<file path="src/rtl/mem_stage.sv">
`default_nettype none
// ============================================================================
// Module   : mem_stage
// Purpose  : Memory-access pipeline stage between EX and WB. Latches the EX
//            result, issues exactly one SRAM-like data request per load/store
//            (req / addr_ok handshake) and holds it until accepted. Builds the
//            access size, byte strobes and lane-replicated write data for
//            sw/sb/sh/swl/swr, and forwards byte offset, load type and rt so
//            WB can merge data_rdata when data_data_ok arrives.
// Ports    : clk, resetn (async, active-low)
//            EX side  : EX_to_MEM_valid, *_EX payload, MEM_allowin
//            WB side  : WB_allowin, MEM_to_WB_valid, *_MEM payload,
//                       Byte_MEM, mem_access_MEM
//            Bus side : data_req, data_wr, data_size, data_addr, data_wstrb,
//                       data_wdata, data_addr_ok
// Options  : MEM_ALIGN_CHECK_EN - when defined, misaligned lw/sw/lh/lhu/sh
//            suppress the bus request, clear rf_wen_MEM and raise the extra
//            output addr_err_MEM.
// Revision : 1.0 - initial release
// ============================================================================
module mem_stage (
  input  logic        clk,
  input  logic        resetn,
  // EX side
  input  logic        EX_to_MEM_valid,
  input  logic        WB_allowin,
  input  logic [31:0] PC_EX,
  input  logic [31:0] Instruction_EX,
  input  logic [31:0] alu_result_EX,
  input  logic [31:0] ReadData2_EX,
  input  logic        MemRead_EX,
  input  logic        MemWrite_EX,
  input  logic [2:0]  StoreType_EX,
  input  logic [3:0]  MemtoReg_EX,
  input  logic [3:0]  rf_wen_EX,
  input  logic [4:0]  rf_waddr_EX,
  // pipeline handshake
  output logic        MEM_allowin,
  output logic        MEM_to_WB_valid,
  // WB payload
  output logic [31:0] PC_MEM,
  output logic [31:0] Instruction_MEM,
  output logic [31:0] ReadData2_MEM,
  output logic [31:0] rf_wdata_temp_MEM,
  output logic [1:0]  Byte_MEM,
  output logic        MemRead_MEM,
  output logic [3:0]  MemtoReg_MEM,
  output logic [3:0]  rf_wen_MEM,
  output logic [4:0]  rf_waddr_MEM,
  output logic        mem_access_MEM,
`ifdef MEM_ALIGN_CHECK_EN
  output logic        addr_err_MEM,
`endif
  // data bus
  output logic        data_req,
  output logic        data_wr,
  output logic [1:0]  data_size,
  output logic [31:0] data_addr,
  output logic [3:0]  data_wstrb,
  output logic [31:0] data_wdata,
  input  logic        data_addr_ok
);

  // Store type encodings
  localparam logic [2:0] ST_SW  = 3'b000;
  localparam logic [2:0] ST_SB  = 3'b001;
  localparam logic [2:0] ST_SH  = 3'b010;
  localparam logic [2:0] ST_SWL = 3'b011;
  localparam logic [2:0] ST_SWR = 3'b100;

  // Load type encodings (MemtoReg)
  localparam logic [3:0] LD_LW  = 4'b0001;
  localparam logic [3:0] LD_LB  = 4'b0100;
  localparam logic [3:0] LD_LBU = 4'b0101;
  localparam logic [3:0] LD_LH  = 4'b0110;
  localparam logic [3:0] LD_LHU = 4'b0111;
  localparam logic [3:0] LD_LWL = 4'b1000;
  localparam logic [3:0] LD_LWR = 4'b1001;

  localparam logic [1:0] SZ_BYTE = 2'b00;
  localparam logic [1:0] SZ_HALF = 2'b01;
  localparam logic [1:0] SZ_WORD = 2'b10;

  // Request tracking: SENT means the bus already accepted this
  // instruction's request but WB has not taken the instruction yet.
  typedef enum logic [0:0] {
    IDLE = 1'b0,
    SENT = 1'b1
  } req_state_t;

  req_state_t  req_state;
  logic        MEM_valid;
  logic        MemWrite_MEM;
  logic [2:0]  StoreType_MEM;
  logic        need_mem;
  logic        req_sent;
  logic        MEM_ready_go;
  logic [1:0]  off;

  // --------------------------------------------------------------------------
  // Optional alignment check, evaluated on the EX fields so the result is
  // registered alongside the rest of the payload.
  // --------------------------------------------------------------------------
`ifdef MEM_ALIGN_CHECK_EN
  logic        mis_EX;
  logic        word_acc_EX;
  logic        half_acc_EX;

  always_comb begin
    word_acc_EX = (MemRead_EX  && (MemtoReg_EX  == LD_LW)) ||
                  (MemWrite_EX && (StoreType_EX == ST_SW));
    half_acc_EX = (MemRead_EX  && ((MemtoReg_EX == LD_LH) || (MemtoReg_EX == LD_LHU))) ||
                  (MemWrite_EX && (StoreType_EX == ST_SH));
    mis_EX      = (word_acc_EX && (alu_result_EX[1:0] != 2'b00)) ||
                  (half_acc_EX && alu_result_EX[0]);
  end
`endif

  // --------------------------------------------------------------------------
  // Stage registers and request state
  // --------------------------------------------------------------------------
  always_ff @(posedge clk or negedge resetn) begin
    if (!resetn) begin
      MEM_valid         <= 1'b0;
      req_state         <= IDLE;
      PC_MEM            <= 32'd0;
      Instruction_MEM   <= 32'd0;
      ReadData2_MEM     <= 32'd0;
      rf_wdata_temp_MEM <= 32'd0;
      MemRead_MEM       <= 1'b0;
      MemWrite_MEM      <= 1'b0;
      StoreType_MEM     <= 3'd0;
      MemtoReg_MEM      <= 4'd0;
      rf_wen_MEM        <= 4'd0;
      rf_waddr_MEM      <= 5'd0;
`ifdef MEM_ALIGN_CHECK_EN
      addr_err_MEM      <= 1'b0;
`endif
    end else begin
      if (MEM_allowin) begin
        MEM_valid <= EX_to_MEM_valid;
      end

      if (EX_to_MEM_valid && MEM_allowin) begin
        PC_MEM            <= PC_EX;
        Instruction_MEM   <= Instruction_EX;
        ReadData2_MEM     <= ReadData2_EX;
        rf_wdata_temp_MEM <= alu_result_EX;
        MemRead_MEM       <= MemRead_EX;
        MemWrite_MEM      <= MemWrite_EX;
        StoreType_MEM     <= StoreType_EX;
        MemtoReg_MEM      <= MemtoReg_EX;
        rf_waddr_MEM      <= rf_waddr_EX;
`ifdef MEM_ALIGN_CHECK_EN
        rf_wen_MEM        <= mis_EX ? 4'b0000 : rf_wen_EX;
        addr_err_MEM      <= mis_EX;
`else
        rf_wen_MEM        <= rf_wen_EX;
`endif
      end

      // Leaving MEM always returns to IDLE; the two conditions are disjoint
      // because SENT is only entered while WB is refusing.
      if (MEM_to_WB_valid && WB_allowin) begin
        req_state <= IDLE;
      end else if (data_req && data_addr_ok && !WB_allowin) begin
        req_state <= SENT;
      end
    end
  end

  // --------------------------------------------------------------------------
  // Handshake logic
  // --------------------------------------------------------------------------
  always_comb begin
`ifdef MEM_ALIGN_CHECK_EN
    need_mem = MEM_valid && (MemRead_MEM || MemWrite_MEM) && !addr_err_MEM;
`else
    need_mem = MEM_valid && (MemRead_MEM || MemWrite_MEM);
`endif
    req_sent        = (req_state == SENT);
    data_req        = need_mem && !req_sent;
    // A request accepted this cycle lets the instruction go straight to WB.
    MEM_ready_go    = !need_mem || req_sent || data_addr_ok;
    MEM_to_WB_valid = MEM_valid && MEM_ready_go;
    MEM_allowin     = !MEM_valid || (MEM_ready_go && WB_allowin);
  end

  assign mem_access_MEM = need_mem;
  assign off            = rf_wdata_temp_MEM[1:0];
  assign Byte_MEM       = off;
  assign data_wr        = MemWrite_MEM;

  // --------------------------------------------------------------------------
  // Bus request fields. All derive from registered payload only, so they
  // stay stable while a request waits for data_addr_ok.
  // --------------------------------------------------------------------------
  always_comb begin
    data_addr  = rf_wdata_temp_MEM;
    data_size  = SZ_WORD;
    data_wstrb = 4'b0000;
    data_wdata = 32'd0;

    if (MemWrite_MEM) begin
      unique case (StoreType_MEM)
        ST_SW: begin
          data_wstrb = 4'b1111;
          data_wdata = ReadData2_MEM;
        end
        ST_SB: begin
          data_size  = SZ_BYTE;
          data_wstrb = 4'b0001 << off;
          data_wdata = {4{ReadData2_MEM[7:0]}};
        end
        ST_SH: begin
          data_size  = SZ_HALF;
          data_wstrb = off[1] ? 4'b1100 : 4'b0011;
          data_wdata = {2{ReadData2_MEM[15:0]}};
        end
        ST_SWL: begin
          // Most-significant bytes of rt go into the low lanes up to 'off'.
          data_addr = {rf_wdata_temp_MEM[31:2], 2'b00};
          unique case (off)
            2'd0: begin
              data_wstrb = 4'b0001;
              data_wdata = {24'd0, ReadData2_MEM[31:24]};
            end
            2'd1: begin
              data_wstrb = 4'b0011;
              data_wdata = {16'd0, ReadData2_MEM[31:16]};
            end
            2'd2: begin
              data_wstrb = 4'b0111;
              data_wdata = {8'd0, ReadData2_MEM[31:8]};
            end
            default: begin
              data_wstrb = 4'b1111;
              data_wdata = ReadData2_MEM;
            end
          endcase
        end
        ST_SWR: begin
          // Least-significant bytes of rt go into the lanes from 'off' up.
          data_addr = {rf_wdata_temp_MEM[31:2], 2'b00};
          unique case (off)
            2'd0: begin
              data_wstrb = 4'b1111;
              data_wdata = ReadData2_MEM;
            end
            2'd1: begin
              data_wstrb = 4'b1110;
              data_wdata = {ReadData2_MEM[23:0], 8'd0};
            end
            2'd2: begin
              data_wstrb = 4'b1100;
              data_wdata = {ReadData2_MEM[15:0], 16'd0};
            end
            default: begin
              data_wstrb = 4'b1000;
              data_wdata = {ReadData2_MEM[7:0], 24'd0};
            end
          endcase
        end
        default: begin
          data_wstrb = 4'b0000;
        end
      endcase
    end else if (MemRead_MEM) begin
      unique case (MemtoReg_MEM)
        LD_LB, LD_LBU: data_size = SZ_BYTE;
        LD_LH, LD_LHU: data_size = SZ_HALF;
        LD_LWL, LD_LWR: begin
          data_addr = {rf_wdata_temp_MEM[31:2], 2'b00};
        end
        default: data_size = SZ_WORD;
      endcase
    end
  end

endmodule
`default_nettype wire

</file>
<file path="config.mk">
export PLATFORM = sky130hd
export DESIGN_NAME = mem_stage
export DESIGN_NICKNAME = d
export VERILOG_FILES = /design/src/rtl/mem_stage.sv
export SDC_FILE = /design/constraint.sdc
export NUM_CORES = 1
export LEC_CHECK = 0
export CORE_AREA = 2 2 144 146
export DETAILED_ROUTE_END_ITERATION = 8
export DIE_AREA = 0 0 146 148
export GPL_ROUTABILITY_DRIVEN = 0
export GPL_TIMING_DRIVEN = 0
export PLACE_DENSITY = 0.91
export SYNTH_ARGS = -nofsm -noshare
export SYNTH_HDL_FRONTEND = slang
export SYNTH_SLANG_ARGS = --single-unit
</file>
<file path="constraint.sdc">
create_clock -name clk -period 5.6 [get_ports clk]
set_clock_uncertainty 0.1 [all_clocks]
set_input_delay 1.12 -clock clk [delete_from_list [all_inputs] [get_ports clk]]
set_output_delay 1.12 -clock clk [all_outputs]
set_load 0.005 [all_outputs]
</file>
After elaboration in Yosys (flattened, before gate mapping)
Index checks and enable logic that the tools add are counted.
{"block": "word_totals", "ff_bits": 148, "input_bits": 151}
{"block": "op_classes", "mux": 19, "shift": 1, "eq_ne": 12, "reduce_logical": 23}
{"operator": "32-bit one-hot mux with 3 select lines", "count": 2}
{"operator": "32-bit one-hot mux with 5 select lines", "count": 1}
{"operator": "32-bit 2-to-1 mux", "count": 1}
{"operator": "4-bit one-hot mux with 5 select lines", "count": 1}
{"operator": "4-bit by 3-bit equality test with 1-bit output, second input constant", "count": 4}
{"operator": "2-bit 2-to-1 mux", "count": 6}
{"operator": "4-bit one-hot mux with 3 select lines", "count": 1}
{"operator": "3-bit one-hot mux with 3 select lines", "count": 1}
{"operator": "4-bit equality test, second input constant", "count": 2}
{"operator": "1-bit logical AND", "count": 8}
{"operator": "4-bit 2-to-1 mux", "count": 2}
{"operator": "2-bit one-hot mux with 2 select lines", "count": 2}
{"operator": "2-bit OR reduction", "count": 4}
{"operator": "3-bit by 2-bit equality test with 1-bit output, second input constant", "count": 2}
{"operator": "1-bit zero test", "count": 4}
{"operator": "1-bit logical OR", "count": 4}
{"operator": "1-bit by 2-bit left shift with 4-bit output, first input constant", "count": 1}
{"operator": "3-bit by 1-bit equality test with 1-bit output, second input constant", "count": 1}
{"operator": "3-bit equality test, second input constant", "count": 1}
{"operator": "3-bit zero test", "count": 1}
{"operator": "2-bit by 1-bit equality test with 1-bit output, second input constant", "count": 1}
{"operator": "2-bit equality test, second input constant", "count": 1}
{"operator": "2-bit zero test", "count": 1}
{"operator": "1-bit 2-to-1 mux", "count": 2}
{"operator": "2-bit nonzero test", "count": 1}

Logic depth before layout (Yosys ltp)
Gate-level depths: netlist of run 1.
{"block": "logic_depth", "word_depth": 8, "ltp_mapped": 7, "ltp_nobuf": 4}

Worst setup path after synthesis of run 1
Ideal clock, no wire load.
{"block": "synth_timing", "kind": "flip-flop to output port", "startpoint": "register rf_wdata_temp_MEM[1]", "endpoint": "output port data_wdata[1]", "stages_incl_launch_ff": 7, "path_slack_ns": 2.856, "required_ns": 4.380, "t_arrival_ns": 1.524, "path_cell_list": "dfrtp_1 buf_2 buf_2 mux2_2 mux2_2 a22oi_1 nor2_1"}
{"block": "synth_between", "elab_chain_cells": 4}
{"element": "start: declaration", "line": "44", "text": "output logic [31:0] rf_wdata_temp_MEM,"}
{"element": "start signal: assignment", "line": "148", "text": "rf_wdata_temp_MEM <= alu_result_EX;"}
{"element": "2-bit equality test (tied with other cells)", "line": "223, 245"}
{"element": "32-bit one-hot mux with 3 select lines, on equally long branches", "line": "245, 223"}
{"element": "32-bit one-hot mux with 5 select lines (*)", "line": "205", "text": "unique case (StoreType_MEM)"}
{"element": "32-bit 2-to-1 mux (*)", "line": "204", "text": "if (MemWrite_MEM) begin"}
{"element": "end: declaration", "line": "60", "text": "output logic [31:0] data_wdata,"}
Every way passes the cells marked *; elsewhere a longest branch is shown, timed or not.

Worst setup path after layout of run 1
{"block": "layout_timing", "startpoint": "register rf_wdata_temp_MEM[1]", "endpoint": "output port data_wdata[14]"}
The elaborated chain is that of the path after synthesis.

==> results of run 1 <==
==> power groups by stage <==
stage / clock network (mW) / logic (mW) / registers [mW]
floorplan: 0 / 1.13 / 1.59
global placement: 0 / 2.28 / 1.64
detailed placement: 0 / 2.33 / 1.64
CTS: 1.24 / 2.35 / 1.64
global route: 1.29 / 2.47 / 1.68
finish: 1.22 / 2.35 / 1.65
==> worst max-delay path: stages (launching register included) <==
cell	delay, ns
dfrtp_1	0.38
buf_2	0.21
nor2b_1	0.16
clkbuf_1	0.37
buf_2	0.35
a22o_1	0.17
a221oi_1	0.07
a21oi_1	0.19
clkdlybuf4s50_1	0.55
==> cell type report <==
type                    count  area [µm²]  share of cell area
plain buffers              76         691              0.0537
clock buffers              17         425              0.0331
clock inverters            14         196              0.0153
inverters                   6        22.5             0.00175
multi-input cells         383        3760               0.292
flip-flops and latches    148        3700               0.288
well taps                 270         338              0.0263
repair buffers            370        3720               0.290
==> flip-flops by register name (all words and copies together), names as in the netlist <==
register and cells:
Instruction_MEM 32, PC_MEM 32, ReadData2_MEM 32, rf_wdata_temp_MEM 32, rf_waddr_MEM 5, MemtoReg_MEM 4, rf_wen_MEM 4, StoreType_MEM 3
MEM_valid 1, MemRead_MEM 1, data_wr 1, req_sent 1
==> per-stage QoR <==
stage               utilization  cells
finish                    0.641   1284
global route              0.641   1284
CTS                       0.641   1284
detailed placement        0.610   1253
global placement          0.609   1252
floorplan                     -    613
==> path summary, 6_finish.rpt <==
check	from	to	slack, ns	depth (start not counted)
max	rf_wdata_temp_MEM[1]	data_wdata[14]	1.51	8
min	PC_MEM[29]	PC_MEM[29]	0.41	1
max reg2reg	MemRead_MEM	PC_MEM[13]	3.68	6
min reg2reg	PC_MEM[29]	PC_MEM[29]	0.41	1
max in group asynchronous	resetn	rf_waddr_MEM[0]	3.97	2
min in group asynchronous	resetn	ReadData2_MEM[28]	0.57	1
==> routing by layer <==
layer / vias to the layer above / wire (µm) / share of wire / GRT usage
met5: - / 0 / 0 / 0
met1: 3322 / 10400 / 0.38 / 0.297
met3: 67 / 2370 / 0.086 / 0.0645
met4: 0 / 885 / 0.032 / 0.101
li1: 2966 / - / - / -
met2: 419 / 13700 / 0.50 / 0.426
==> logic make-up (layout without fill, tap and decap cells) <==
group	count (synthesis)	count (layout)	synth area share
AOI/OAI and AO/OA	109	109	0.0987
and+or+nand+nor	106	106	0.0654
xor gates and xnor gates	1	1	0.00107
muxes	167	167	0.294
DFF	148	148	0.453
buffers and inverters	82	483	0.0873
==> placed cells by master (no fill, tap or decap), types with 2 or more instances in the layout <==
cell type,Yosys,routed
clkdlybuf4s50_1,0,368
dfrtp_1,148,148
mux2_4,140,140
nand2_1,44,44
buf_4,34,34
mux2_2,27,27
a21oi_1,23,23
buf_2,20,20
a221oi_1,17,17
clkbuf_16,0,17
buf_12,15,15
nor2_1,14,14
a22oi_1,14,14
nor2b_1,12,12
a31oi_1,10,10
nand2b_1,10,10
o22ai_1,9,9
o2bb2ai_1,8,8
a22o_1,8,8
nand3_1,7,7
inv_1,6,6
clkbuf_1,5,5
and2_1,5,5
o21ai_0,5,5
or2_2,3,3
nor2_2,3,3
bufinv_16,0,3
inv_6,0,3
clkinv_4,0,3
o211ai_1,2,2
buf_6,1,2
inv_8,0,2
clkinvlp_4,0,2
==> flow_summary.json, run 1 <==
{
  "netSwitchingFraction": 0.319,
  "synth_top_area_share": 0.453,
  "grt_pass1_wl_mm": 41.2,
  "cts.repair.resized": 0,
  "wire_per_inst_um": 21.3,
  "initial_core_util": 0.408,
  "fmax_mhz": 244,
  "postCtsSetupRepairBufs": 0,
  "final.setup.tns_ns": 0,
  "syn_area_mm2": 0.00817,
  "antenna_found_initial": 1,
  "htreeDepth": 4,
  "fin_ws_ns": 1.51,
  "grt_overflow": 0,
  "nFillCells": 1495,
  "drtAntennaViolNets": 0,
  "power_frac_seq": 0.315,
  "area_growth_pct": 57.3,
  "synthCells": 613,
  "placementRows": 52,
  "design_area_mm2": 0.0129,
  "tritoncts": "yes",
  "async_flop_share": 1.00,
  "p_int_mw": 3.56,
  "drt_wl_total_mm": 27.4,
  "grt_start_max_net_pins": 84,
  "drive_gt1_frac": 0.282,
  "yosys.cell_types.count": 49,
  "hold_ws_ns": 0.413,
  "finalPower_mw": 5.22,
  "p_sw_mw": 1.67,
  "synthesis.nets": 764,
  "yosys-top-cells-count": "dfrtp_1, mux2_4, nand2_1",
  "dp_hpwl_mm": 20.4,
  "hold_violations": 0,
  "finish.net_count": 1153,
  "yosysMostFrequentCell": "dfrtp_1",
  "dr_total_vias": 6774,
  "core_mm2": 0.0200,
  "cts_buffers": 17,
  "ys_seq_elements": 148,
  "grt_usage": 0.248,
  "postCtsHoldBufs": 0,
  "die-area_mm2": 0.0216,
  "first_pass_iters": 5,
  "setup_violations": 0,
  "critPathMaxFanout": 10,
  "power_frac_clock": 0.234,
  "grt_pass1_vias": 7072,
  "viasPerCell": 5.28,
  "clk_path_buf_depth": 2,
  "worstPathArrival_ns": 2.87,
  "p_per_area_mw_per_mm2": 406,
  "antenna_cells": 0,
  "worstMarginPinSlew_ns": 0.653,
  "synthTopCellsByArea": "dfrtp_1, mux2_4, mux2_2",
  "post-route-drc-count": 0,
  "fin_crit_ns": 4.09,
  "cts_root_buf": "clkbuf_16",
  "ir_drop_mv": 0.209,
  "critPathLaunchType": "flip-flop",
  "critPathKind": "flip-flop to primary output",
  "final.period_utilization": 0.731,
  "placed_area_mm2": 0.0122,
  "die_w_um": 146,
  "slew_viol_final": 0,
  "worst_hold_path_type": "flip-flop to flip-flop",
  "avgSynthCellArea_um2": 13.3,
  "clkTransAtPathRegs_ns": 0.07,
  "yosys_warnings": 0,
  "ios": 370,
  "drtIter0Drc": 704,
  "synth_top_area_cell": "dfrtp_1",
  "synth_enable_flop_cells": 0,
  "pre_cts_ws_ns": 1.89,
  "die_y_um": 148,
  "endpoint_kind": "primary output",
  "seq_area_frac_synth": 0.453,
  "pwr-share-comb": 0.451,
  "max_slew_margin": 0.565,
  "cts.sinks": 148,
  "synth_flop_cell": "dfrtp_1",
  "p_leak_nw": 5.42,
  "rsz0062_at_grt": "no",
  "cp.required_ns": 4.38,
  "clk_latency_ns": 0.42,
  "io_buffers": 369,
  "status": "complete, no violations",
  "max-cap-violations": 0
}
Note: power is estimated with default switching activity, not from simulation.
==> inputs of run 2 (changes only) <==
Settings changed: CORE_AREA 2 2 144 146 to 2 2 143 145, DIE_AREA 0 0 146 148 to 0 0 145 147, PLACE_DENSITY 0.91 to 0.92.
Clock period 5.6 ns to 4.05 ns, I/O delays scaled along.
==> run 2 against run 1 <==
  * Count of clock-buffer cells in the layout unchanged
  * Flip-flop and latch count unchanged
  * Register-to-register slack worse by 1.6 ns
  * Design area increased by 0.12%
  * Global-route usage up 0.073 points
  * Clock power is 43% higher
  * Cell count increased by 0.16%
  * Die area down 1.4%
  * Worst setup slack got worse by 1.2 ns
  * Power is 39% higher
  * Highest routed layer unchanged
==> flow_summary.json, run 2 (synthesis gave the netlist of run 1 again) <==
{
  "first_pass_iters": 5,
  "core_mm2": 0.0198,
  "cp.required_ns": 3.14,
  "max_slew_margin": 0.551,
  "ir_drop_mv": 0.293,
  "tritoncts": "yes",
  "grt_pass1_vias": 7196,
  "mostFrequentLayoutCells": "clkdlybuf4s50_1, dfrtp_1, mux2_4",
  "final.setup.tns_ns": 0,
  "slew_viol_final": 0,
  "post-route-drc-count": 0,
  "critPathLaunchType": "flip-flop",
  "layout_commonest_cell": "clkdlybuf4s50_1",
  "grt_start_max_net_pins": 81,
  "hold_violations": 0,
  "drive_gt1_frac": 0.283,
  "endpoint_kind": "primary output",
  "antenna_found_initial": 1,
  "worstMarginPinSlew_ns": 0.673,
  "worst_hold_path_type": "input port to asynchronous set/reset pin",
  "status": "complete, no violations",
  "p_per_area_mw_per_mm2": 564,
  "drtIter0Drc": 640,
  "wire_per_inst_um": 21.0,
  "grt_pass1_wl_mm": 41.3,
  "clk_path_buf_depth": 2,
  "cts_root_buf": "clkbuf_16",
  "dr_total_vias": 6812,
  "htreeDepth": 4,
  "cts.sinks": 148,
  "final.period_utilization": 0.932,
  "fin_crit_ns": 3.77,
  "finish.net_count": 1153,
  "max-cap-violations": 0,
  "grt_overflow": 0,
  "p_leak_nw": 5.44,
  "clkTransAtPathRegs_ns": 0.07,
  "rsz0062_at_grt": "no",
  "critPathMaxFanout": 10,
  "viasPerCell": 5.30,
  "die_w_um": 145,
  "cts.repair.resized": 0,
  "io_buffers": 369,
  "placementRows": 52,
  "worstPathArrival_ns": 2.86,
  "die_y_um": 147,
  "fmax_mhz": 265,
  "clk_latency_ns": 0.43,
  "dp_hpwl_mm": 20.2,
  "initial_core_util": 0.412,
  "die-area_mm2": 0.0213,
  "drt_wl_total_mm": 27.0,
  "postCtsSetupRepairBufs": 0,
  "cts_buffers": 17,
  "postCtsHoldBufs": 0,
  "final_util": 0.649,
  "critPathKind": "flip-flop to primary output",
  "area_growth_pct": 57.5,
  "drtAntennaViolNets": 0,
  "r2r_slack_ns": 2.12,
  "ios": 370,
  "grt_usage": 0.248,
  "setup_violations": 0
}
[run 2: cell count changes in the layout (fill, tap and decap cells not counted), sizes merged]
cell	before	now
diode	0	1
inv	11	16
clkinvlp	2	0
clkinv	4	2
[run 2: cell type report]
class / count / area [µm²]
diodes: 1 / 2.50
clock buffers: 17 / 425
plain buffers: 76 / 691
inverters: 6 / 22.5
clock inverters: 15 / 209
multi-input cells: 383 / 3760
repair buffers: 370 / 3720
fillers: 1474 / 6970
flip-flops and latches: 148 / 3700
well taps: 270 / 338
[run 2: stage by stage]
step / hold slack, ns / cell area [µm²] / power, mW / cells / setup WS, ns
global placement: 0.391 / 12200 / 5.40 / 1252 / -3.86
CTS: 0.306 / 12900 / 7.26 / 1285 / 0.334
detailed placement: 0.392 / 12200 / 5.50 / 1253 / 0.815
floorplan: 0.394 / 8170 / 3.75 / 613 / 1.62
finish: 0.266 / 12900 / 7.25 / 1286 / 0.277
global route: 0.323 / 12900 / 7.55 / 1286 / 0.144
[run 2: worst paths after layout]
kind | from | endpoint | depth (start not counted)
min reg2reg | Instruction_MEM[12] | Instruction_MEM[12] | 1
max in group asynchronous | resetn | MemtoReg_MEM[0] | 2
max | rf_wdata_temp_MEM[1] | data_wdata[18] | 7
min | resetn | ReadData2_MEM[20] | 1
max reg2reg | data_wr | ReadData2_MEM[15] | 6
min in group clk | Instruction_MEM[12] | Instruction_MEM[12] | 1
[run 2: power breakdown]
group | internal, mW | switching, mW | leakage (nW)
clock | 1.00 | 0.734 | 0.314
sequential | 1.85 | 0.406 | 1.73
combinational | 2.08 | 1.18 | 3.39
total | 4.93 | 2.32 | 5.44
[run 2: worst max-delay path, cell delays in order (launching register included)]
cell and delay, ns:
dfrtp_1 0.37, buf_2 0.22, nor2b_1 0.14, clkbuf_1 0.35
buf_2 0.34, a32oi_1 0.14, a31oi_1 0.31, clkdlybuf4s50_1 0.57
[run 2: per-layer routing]
metal / GRT usage / up-vias / share of wire
li1: - / 2971 / -
met1: 0.295 / 3334 / 0.38
met2: 0.423 / 426 / 0.49
met3: 0.0652 / 81 / 0.086
met4: 0.117 / 0 / 0.041
met5: 0 / - / 0
==> inputs of run 3 (changes only) <==
Settings changed: SLEW_MARGIN set to 20.
==> run 3 against run 2 <==
  * Wire length shrank 0.10%
  * Largest cell class unchanged
  * Die area is the same
  * Cell count is the same
  * First-iteration DRC count is the same
  * Global-route usage is the same
  * Sequential share of layout area is essentially flat
  * Count of clock-buffer cells in the layout is the same
  * Largest power group unchanged
  * Highest routed layer unchanged
==> flow_summary.json, run 3 (synthesis gave the netlist of run 1 again) <==
{
  "status": "complete, no violations",
  "worstMarginPinSlew_ns": 0.585,
  "p_leak_nw": 5.44,
  "cts_buffers": 17,
  "top_usage_layer": "met2",
  "die_w_um": 145,
  "ios": 370,
  "grt_usage": 0.248,
  "cts_root_buf": "clkbuf_16",
  "endpoint_kind": "primary output",
  "cts.sinks": 148,
  "grt_use_met1": 0.295,
  "dp_hpwl_mm": 20.2,
  "use_met2": 0.423,
  "antenna_found_initial": 1,
  "multi_input_area_mm2": 0.00376,
  "mostFrequentLayoutCells": "clkdlybuf4s50_1, dfrtp_1, mux2_4",
  "max-cap-violations": 0,
  "post-route-drc-count": 0,
  "first_pass_iters": 5,
  "viasPerCell": 5.28,
  "final.period_utilization": 0.930,
  "p_per_area_mw_per_mm2": 563,
  "critPathKind": "flip-flop to primary output",
  "clk_path_buf_depth": 2,
  "tritoncts": "yes",
  "die-area_mm2": 0.0213,
  "finish.net_count": 1153,
  "drtAntennaViolNets": 0,
  "rsz0062_at_grt": "no",
  "grt_pass1_wl_mm": 41.3,
  "drt_wl_total_mm": 27.0,
  "nFillCells": 1473,
  "hold_violations": 0,
  "slew_viol_final": 0,
  "final_util": 0.649,
  "die_y_um": 147,
  "htreeDepth": 4,
  "grt_start_max_net_pins": 81,
  "setup_violations": 0,
  "grt_overflow": 0,
  "io_buffers": 369,
  "dr_total_vias": 6794,
  "core_mm2": 0.0198,
  "r2r_cells": 6,
  "postCtsSetupRepairBufs": 0,
  "max_slew_margin": 0.610,
  "critPathMaxFanout": 10,
  "cts.repair.resized": 0,
  "drive_gt1_frac": 0.283,
  "fmax_mhz": 266,
  "fin_crit_ns": 3.77,
  "clkTransAtPathRegs_ns": 0.06,
  "wire_per_inst_um": 21.0,
  "grtUsageMet3": 0.0652,
  "ir_drop_mv": 0.293,
  "register_area_mm2": 0.00370,
  "cp.required_ns": 3.14,
  "layout_commonest_cell": "clkdlybuf4s50_1",
  "worstPathArrival_ns": 2.86,
  "grt_pass1_vias": 7198,
  "initial_core_util": 0.412,
  "clk_latency_ns": 0.43,
  "finalPower_mw": 7.25,
  "area_growth_pct": 57.5,
  "drtIter0Drc": 640,
  "critPathLaunchType": "flip-flop",
  "worst_hold_path_type": "input port to asynchronous set/reset pin",
  "placementRows": 52,
  "postCtsHoldBufs": 0
}
[run 3: metrics by stage]
step	TNS (ns)	area [µm²]	std cells	hold slack, ns	setup WS (ns)
2_1_floorplan	0	8170	613	0.394	1.62
3_3_place_gp	-569.43	12200	1252	0.391	-3.86
3_5_place_dp	0	12200	1253	0.392	0.815
4_1_cts	0	12900	1285	0.248	0.334
5_1_grt	0	12900	1286	0.259	0.144
6_report	0	12900	1286	0.213	0.284
[run 3: worst max-delay path: stages (launching register included)]
cell and delay [ns]:
dfrtp_1 0.37, buf_2 0.22, nor2b_1 0.14, clkbuf_1 0.35, buf_2 0.34, a32oi_1 0.15, a31oi_1 0.30, clkdlybuf4s50_1 0.56
[run 3: final cells by class]
cell class / count / share of cell area
clock buffers: 17 / 0.0330
plain buffers: 76 / 0.0536
clock inverters: 15 / 0.0162
flip-flops and latches: 148 / 0.288
repair buffers: 370 / 0.289
diodes: 1 / 0.000194
well taps: 270 / 0.0262
multi-input cells: 383 / 0.292
inverters: 6 / 0.00175
[run 3: final timing paths]
check                           slack, ns                  end                  from
worst max-delay path                 0.28       data_wdata[18]  rf_wdata_temp_MEM[1]
worst min-delay path                 0.21    ReadData2_MEM[20]                resetn
worst max register to register       2.12     ReadData2_MEM[4]               data_wr
worst min register to register       0.41  Instruction_MEM[12]   Instruction_MEM[12]
max in group asynchronous            2.85      MemtoReg_MEM[0]                resetn
min in group clk                     0.41  Instruction_MEM[12]   Instruction_MEM[12]
[run 3: report_power, final]
| part | switching (mW) | internal [mW] | total, mW |
|---|---|---|---|
| sequential | 0.404 | 1.85 | 2.26 |
| clock | 0.733 | 1.00 | 1.74 |
| combinational | 1.18 | 2.08 | 3.26 |
[run 3: routing by layer]
metal | share of wire | routed length, µm
met4 | 0.038 | 1020
met2 | 0.50 | 13400
met5 | 0 | 0
met3 | 0.085 | 2300
met1 | 0.38 | 10300
